**config.mk**
```make
export PLATFORM = sky130hd
export DESIGN_NAME = serializer
export DESIGN_NICKNAME = d
export VERILOG_FILES = /design/src/rtl/serializer.sv
export SDC_FILE = /design/constraint.sdc
export NUM_CORES = 1
export LEC_CHECK = 0
export ABC_AREA = 1
export CORE_MARGIN = 2
export CORE_UTILIZATION = 45
export CTS_CLUSTER_SIZE = 20
export DETAILED_ROUTE_END_ITERATION = 8
export PLACE_DENSITY = 0.71
export SLEW_MARGIN = 20
export SYNTH_ARGS = -nofsm -noshare
export SYNTH_HDL_FRONTEND = slang
export SYNTH_SLANG_ARGS = --single-unit
export TNS_END_PERCENT = 1
```
**constraint.sdc**
```tcl
create_clock -name clk -period 12.1 [get_ports clk]
set_input_delay 1.21 -clock clk [delete_from_list [all_inputs] [get_ports clk]]
set_output_delay 1.21 -clock clk [all_outputs]
set_load 0.02 [all_outputs]
```
**src/rtl/serializer.sv**
```systemverilog
// Haraka-S transmit serializer: squeezed blocks in, OUT_WIDTH packets out.
// Define SERIALIZER_MSB_FIRST_EN to emit the top of each block first.
module serializer #(
    parameter int IN_WIDTH         = 256,
    parameter int OUT_WIDTH        = 8,
    parameter int PACKETS_IN_BLOCK = IN_WIDTH / OUT_WIDTH,
    parameter int PKT_CNT_WIDTH    = $clog2(PACKETS_IN_BLOCK),
    parameter int LEN_WIDTH        = 16
) (
    input  logic                 clk,
    input  logic                 clear,
    input  logic                 start,
    input  logic [LEN_WIDTH-1:0] out_len,
    input  logic [IN_WIDTH-1:0]  in_data,
    input  logic                 in_valid,
    output logic                 in_ready,
    output logic                 squeeze_req,
    output logic [OUT_WIDTH-1:0] serial_out,
    output logic                 out_valid,
    input  logic                 out_ready,
    output logic                 out_last,
    output logic                 busy,
    output logic                 done
);

    typedef enum logic [1:0] {
        IDLE,
        WAIT_BLOCK,
        SHIFT,
        DONE
    } state_t;

    localparam logic [PKT_CNT_WIDTH-1:0] LAST_PKT =
        PKT_CNT_WIDTH'(PACKETS_IN_BLOCK - 1);

    state_t                 state_q;
    state_t                 state_d;
    logic [IN_WIDTH-1:0]    shift_q;
    logic [LEN_WIDTH-1:0]   remaining_q;
    logic [PKT_CNT_WIDTH-1:0] pkt_cnt_q;
    logic                   zero_done_q;

    logic start_go;
    logic start_zero;
    logic blk_fire;
    logic pkt_fire;

    assign start_go   = (state_q == IDLE) && start && (out_len != '0);
    assign start_zero = (state_q == IDLE) && start && (out_len == '0);
    assign blk_fire   = (state_q == WAIT_BLOCK) && in_valid;
    assign pkt_fire   = (state_q == SHIFT) && out_ready;

    // State register; clear aborts any transfer immediately.
    always_ff @(posedge clk or posedge clear) begin
        if (clear) begin
            state_q <= IDLE;
        end else begin
            state_q <= state_d;
        end
    end

    // Next-state and output decode; outputs depend on state/registers only.
    always_comb begin
        state_d     = state_q;
        in_ready    = 1'b0;
        squeeze_req = 1'b0;
        out_valid   = 1'b0;
        out_last    = 1'b0;
        serial_out  = '0;
        busy        = 1'b1;
        done        = zero_done_q;
        unique case (state_q)
            IDLE: begin
                busy = 1'b0;
                if (start_go) begin
                    state_d = WAIT_BLOCK;
                end
            end
            WAIT_BLOCK: begin
                in_ready    = 1'b1;
                squeeze_req = 1'b1;
                if (in_valid) begin
                    state_d = SHIFT;
                end
            end
            SHIFT: begin
                out_valid = 1'b1;
                out_last  = (remaining_q == LEN_WIDTH'(1));
`ifdef SERIALIZER_MSB_FIRST_EN
                serial_out = shift_q[IN_WIDTH-1 -: OUT_WIDTH];
`else
                serial_out = shift_q[OUT_WIDTH-1:0];
`endif
                if (out_ready) begin
                    if (remaining_q == LEN_WIDTH'(1)) begin
                        state_d = DONE;
                    end else if (pkt_cnt_q == LAST_PKT) begin
                        state_d = WAIT_BLOCK;
                    end
                end
            end
            DONE: begin
                done    = 1'b1;
                state_d = IDLE;
            end
            default: begin
                state_d = IDLE;
            end
        endcase
    end

    // Datapath: block load, packet shift, length and index bookkeeping.
    always_ff @(posedge clk or posedge clear) begin
        if (clear) begin
            shift_q     <= '0;
            remaining_q <= '0;
            pkt_cnt_q   <= '0;
            zero_done_q <= 1'b0;
        end else begin
            zero_done_q <= start_zero;
            if (start_go) begin
                remaining_q <= out_len;
            end
            if (blk_fire) begin
                shift_q   <= in_data;
                pkt_cnt_q <= '0;
            end
            if (pkt_fire) begin
`ifdef SERIALIZER_MSB_FIRST_EN
                shift_q <= shift_q << OUT_WIDTH;
`else
                shift_q <= shift_q >> OUT_WIDTH;
`endif
                remaining_q <= remaining_q - LEN_WIDTH'(1);
                pkt_cnt_q   <= pkt_cnt_q + PKT_CNT_WIDTH'(1);
            end
        end
    end

endmodule

```
# == Yosys cells after proc, flatten, opt, wreduce, memory -nomap -nowiden ==
# Cells that the tools add are included.
# totals
word_cells,45
regBits,280
input_bits,277
out_inout_bits,14
# op_classes
eq_ne,9
n_reduce_logical,11
n_addsub,2
muxes,18
# ops
operator,n
$mux W256,2
$mux W16,2
$eq A16 B1 Y1 const B,1
$logic_not A16 Y1,1
$reduce_bool A16 Y1,1
$sub A16 B1 Y16 const B,1
$mux W2,5
$mux W5,2
$mux W8,1
$pmux W2 S4,1
$ne A2 B2 Y1 const B,3
$add A5 B1 Y5 const B,1
$eq A5 B5 Y1 const B,1
$logic_and A1 B1 Y1,5
$mux W1,5
$eq A2 B2 Y1 const B,2
$reduce_and A4 Y1,1
$reduce_bool A2 Y1,2
$ne A3 B1 Y1 const B,1
$eq A2 B1 Y1 const B,1
$logic_not A2 Y1,1

# == Longest topological paths before layout ==
# depth
word_depth,5
ltp_mapped,10
ltp_nobuf,9

# == Least setup slack after synthesis ==
# OpenSTA, ideal clock, no wires.
# synth_timing
path_kind,reg2out
from,register state_q[1]
to,output squeeze_req
path_stages_with_launch,5
path_buffers,3
setup_slack_ns,9.473
required_time_ns,10.890
t_arrival_ns,1.417
path_cell_list,dfrtp_1 nor2_4 buf_2 buf_1 buf_4
# synth_between
elab_chain_len,2
# synth_lines
item,line,source
from (decl),36,state_t state_q;
from (signal assigned),58,state_q <= state_d;
$eq A2 B1 Y1,--,
$mux W1,--,
to (decl),17,"output logic squeeze_req,"
# Every way passes these cells.

# == Worst setup path after layout ==
# layout_timing
from,input out_ready
to,register shift_q[231]
# layout_between
elab_chain_len,2
elab_cells_between_ends,3
cone_classes,1 x mux; 2 x reduce/logical
# layout_lines
item,line,source
from (decl),20,"input logic out_ready,"
$logic_and A1 B1 Y1 (*),51,assign pkt_fire = (state_q == SHIFT) && out_ready;
$mux W256 / $reduce_bool A2 Y1 (equally long branches),--,
to (signal assigned),125,shift_q <= in_data;
to (signal assigned),132,shift_q <= shift_q >> OUT_WIDTH;
to (decl),38,logic [IN_WIDTH-1:0] shift_q;
# Mark *: on every way between the ends. The rest lies on a longest branch, timed or not.
# A chain may end at the register's enable or synchronous reset.

==> flow_summary.ini <==
[power]
pwr_density_cell_nw_per_um2 = 228.0
intPower_uw = 2597
cellLeakagePower_uw = 0.007526
peakVddDrop_uv = 171.6
power.total_uw = 4172
clockPowerShare_pct = 22.8
sequentialPowerShare_pct = 35.7
sw_frac_of_total_pct = 37.74
switchingPower_uw = 1574
pwr-share-comb_pct = 41.4

[final_layout]
num_antenna_cells = 0
num-nets-final = 1911
final_cell_mix = nand3_1, clkdlybuf4s50_1, dfrtp_1
regArea_um2 = 7007
multi_input_area_um2 = 5669
drive_gt1_share_pct = 15.31
final_common_cell = nand3_1
post-route-util_pct = 57.99
synthToLayoutAreaGrowth_pct = 26.81
fin_area_um2 = 18300
fillers = 2641

[detailed_routing]
post_drt_wl_per_cell_um = 18.04
drc = 0
viasPerCell = 5.513
antenna_left = 0
first_pass_iters = 5
dr.first_iter.drc_count = 1060
dr_total_vias = 11330
wirelength_um = 37080

[timing]
fin_skew_ns = 0.007071
fin_tns_setup_ns = 0
holdWs_ns = 0.4982
fin_crit_sh_pct = 35.23
final-setup-viol-count = 0
hold_violations = 0
layout_min_cycle_time_ns = 4.263
slew_headroom_pct = 24.95
worst_slew_pin_slew_ns = 1.126
max_freq_ghz = 0.2346
finalMaxSlewViolations = 0
rsz0062_at_grt = false

[worst_hold_path]
whs_endpoint = shift_q[255]$_DFFE_PP0P_
hold_class = register to register
whs_path_depth = 2
hold_start = shift_q[255]$_DFFE_PP0P_

[floorplan]
die_y_um = 183.1
die_area_um2 = 33510
row_count = 65
num_io_pins = 291
fp.dieW_um = 183.1
start_util_pct = 45.73
coreArea_um2 = 31560

[setup_path]
r2r-end = shift_q[231]$_DFFE_PP0P_
cp_data_required_time_ns = 12.49
arrival_ns = 4.65
cp_max_fo = 138
r2r_slack_ns = 8.30
rr_startpoint = state_q[0]$_DFFE_PP0P_
start_kind = primary input
crit_path_end_kind = register
reg2regPathDepth = 7
worstSetupPathType = primary input to register

[logic_synthesis]
synth_top_area_cell = dfrtp_1
synthCells = 1420
synth_top_area_share_pct = 48.56
syn_nets = 1701
yosysWarnings = 0
synth-seq-area-share_pct = 48.56
yosysUniqueCellTypes = 30
synth_area_um2 = 14430
synth.avg_cell_area_um2 = 10.16
synth.area.top_cells = dfrtp_1, o221ai_2, nand3_1, inv_1, o221ai_1
ys_seq_elements = 280

[run_status]
status = finished, final reports clean

[clock_network]
path_clk_slew_ns = 0.06
clk_latency_ns = 0.54
cts_root_buf = clkbuf_16
post_cts_buffers = 0
h-tree-depth = 1
clk_path_buf_depth = 3
cts_hold_buf = 0
cts_repair_resize_count = 0
clock_sinks = 280
cts_tree = built
numCtsBuffers = 29

[global_route]
antenna_found_initial = 1
grt_max_degree = 257
grt_use_total_pct = 22.11
grt_pass1_wl_um = 60380
grt_pass1_vias = 11300
grt_overflow_total = 0

[placed_design]
place_hpwl_um = 24140
placed_area_um2 = 17230
gp_congestion = 0.8586
portBuffers = 290

[job]
cap_violations = 0
==> flip-flops by register name, summed over array words and instances, names as in the netlist <==
| name | count |
|---|---|
| zero_done_q | 1 |
| shift_q | 256 |
| state_q | 2 |
| pkt_cnt_q | 5 |
| remaining_q | 16 |
==> layout make-up <==
type                    instances  area share [%]
flip-flops and latches        280           38.29
multi-input cells             742           30.98
repair buffers                299           16.51
inverters                     278           5.785
clock buffers                  40           4.684
well taps                     402           2.749
clock inverters                14          0.9984
==> power groups by stage <==
stage               registers, uW  clock network, uW  logic (uW)
floorplan                    1470                  0        1410
global placement             1490                  0        1680
detailed placement           1510                  0        1730
CTS                          1490                975        1740
global route                 1530               1010        1930
finish                       1490                952        1730
==> per-stage QoR <==
step	setup slack [ns]	std cells
4_1_cts	7.507	2054
6_report	7.837	2055
2_1_floorplan	3.168	1420
3_3_place_gp	6.978	2000
3_5_place_dp	6.941	2000
5_1_grt	7.581	2055
==> layer usage <==
| metal | vias to the layer above | share of wire (%) | wire length, um | GRT usage [%] |
|---|---|---|---|---|
| met5 | - | 0.035 | 13 | 0 |
| met3 | 48 | 5.0 | 1872 | 2.760 |
| met1 | 5499 | 46 | 16930 | 32.58 |
| li1 | 5446 | - | - | - |
| met2 | 335 | 47 | 17420 | 34.77 |
| met4 | 2 | 2.3 | 844 | 5.568 |
==> cell families (layout without fill, tap and decap cells) <==
kind of cell             count (synthesis)  count (layout)  share of synthesized area (%)
buffers and inverters                  398             631                          12.24
adder cells (fa/ha/maj)                  4               4                         0.3469
XOR/XNOR                                 1               1                        0.06071
AND/OR/NAND/NOR                        459             459                          14.89
AO/OA/AOI/OAI                          278             278                          23.90
flip-flops                             280             280                          48.56
==> cells in the mapped netlist, drive strengths merged <==
cell and n:
o22ai 1, nand3 305, a21oi 1, nor3 1, nor2 52, nand4 5, a21o 1, o21ai 24
dfrtp 280, buf 58, nand2 93, clkbuf 62, or2 1, o221ai 231, ha 4, clkinv 1
inv 277, o211ai 17, nand3b 2, xor2 1, o21bai 3
==> critical path: stages <==
cell and delay, ns:
clkdlybuf4s50_1 0.51, inv_1 0.08, nor2_4 0.59, inv_8 0.28, nand2_8 0.83, buf_4 0.81, o221ai_2 0.17
==> worst max path at each step <==
stage              start                  endpoint  slack, ns  depth (start not counted)
2_1_floorplan      clear  pkt_cnt_q[0]$_DFFE_PP0P_       3.17                          1
3_3_place_gp   out_ready   shift_q[79]$_DFFE_PP0P_       6.98                          7
3_5_place_dp   out_ready  shift_q[157]$_DFFE_PP0P_       6.94                          7
4_1_cts        out_ready  shift_q[120]$_DFFE_PP0P_       7.51                          7
5_1_grt        out_ready  shift_q[250]$_DFFE_PP0P_       7.58                          7
6_report       out_ready  shift_q[231]$_DFFE_PP0P_       7.84                          7
No activity file was read; power rests on OpenSTA's default activity.
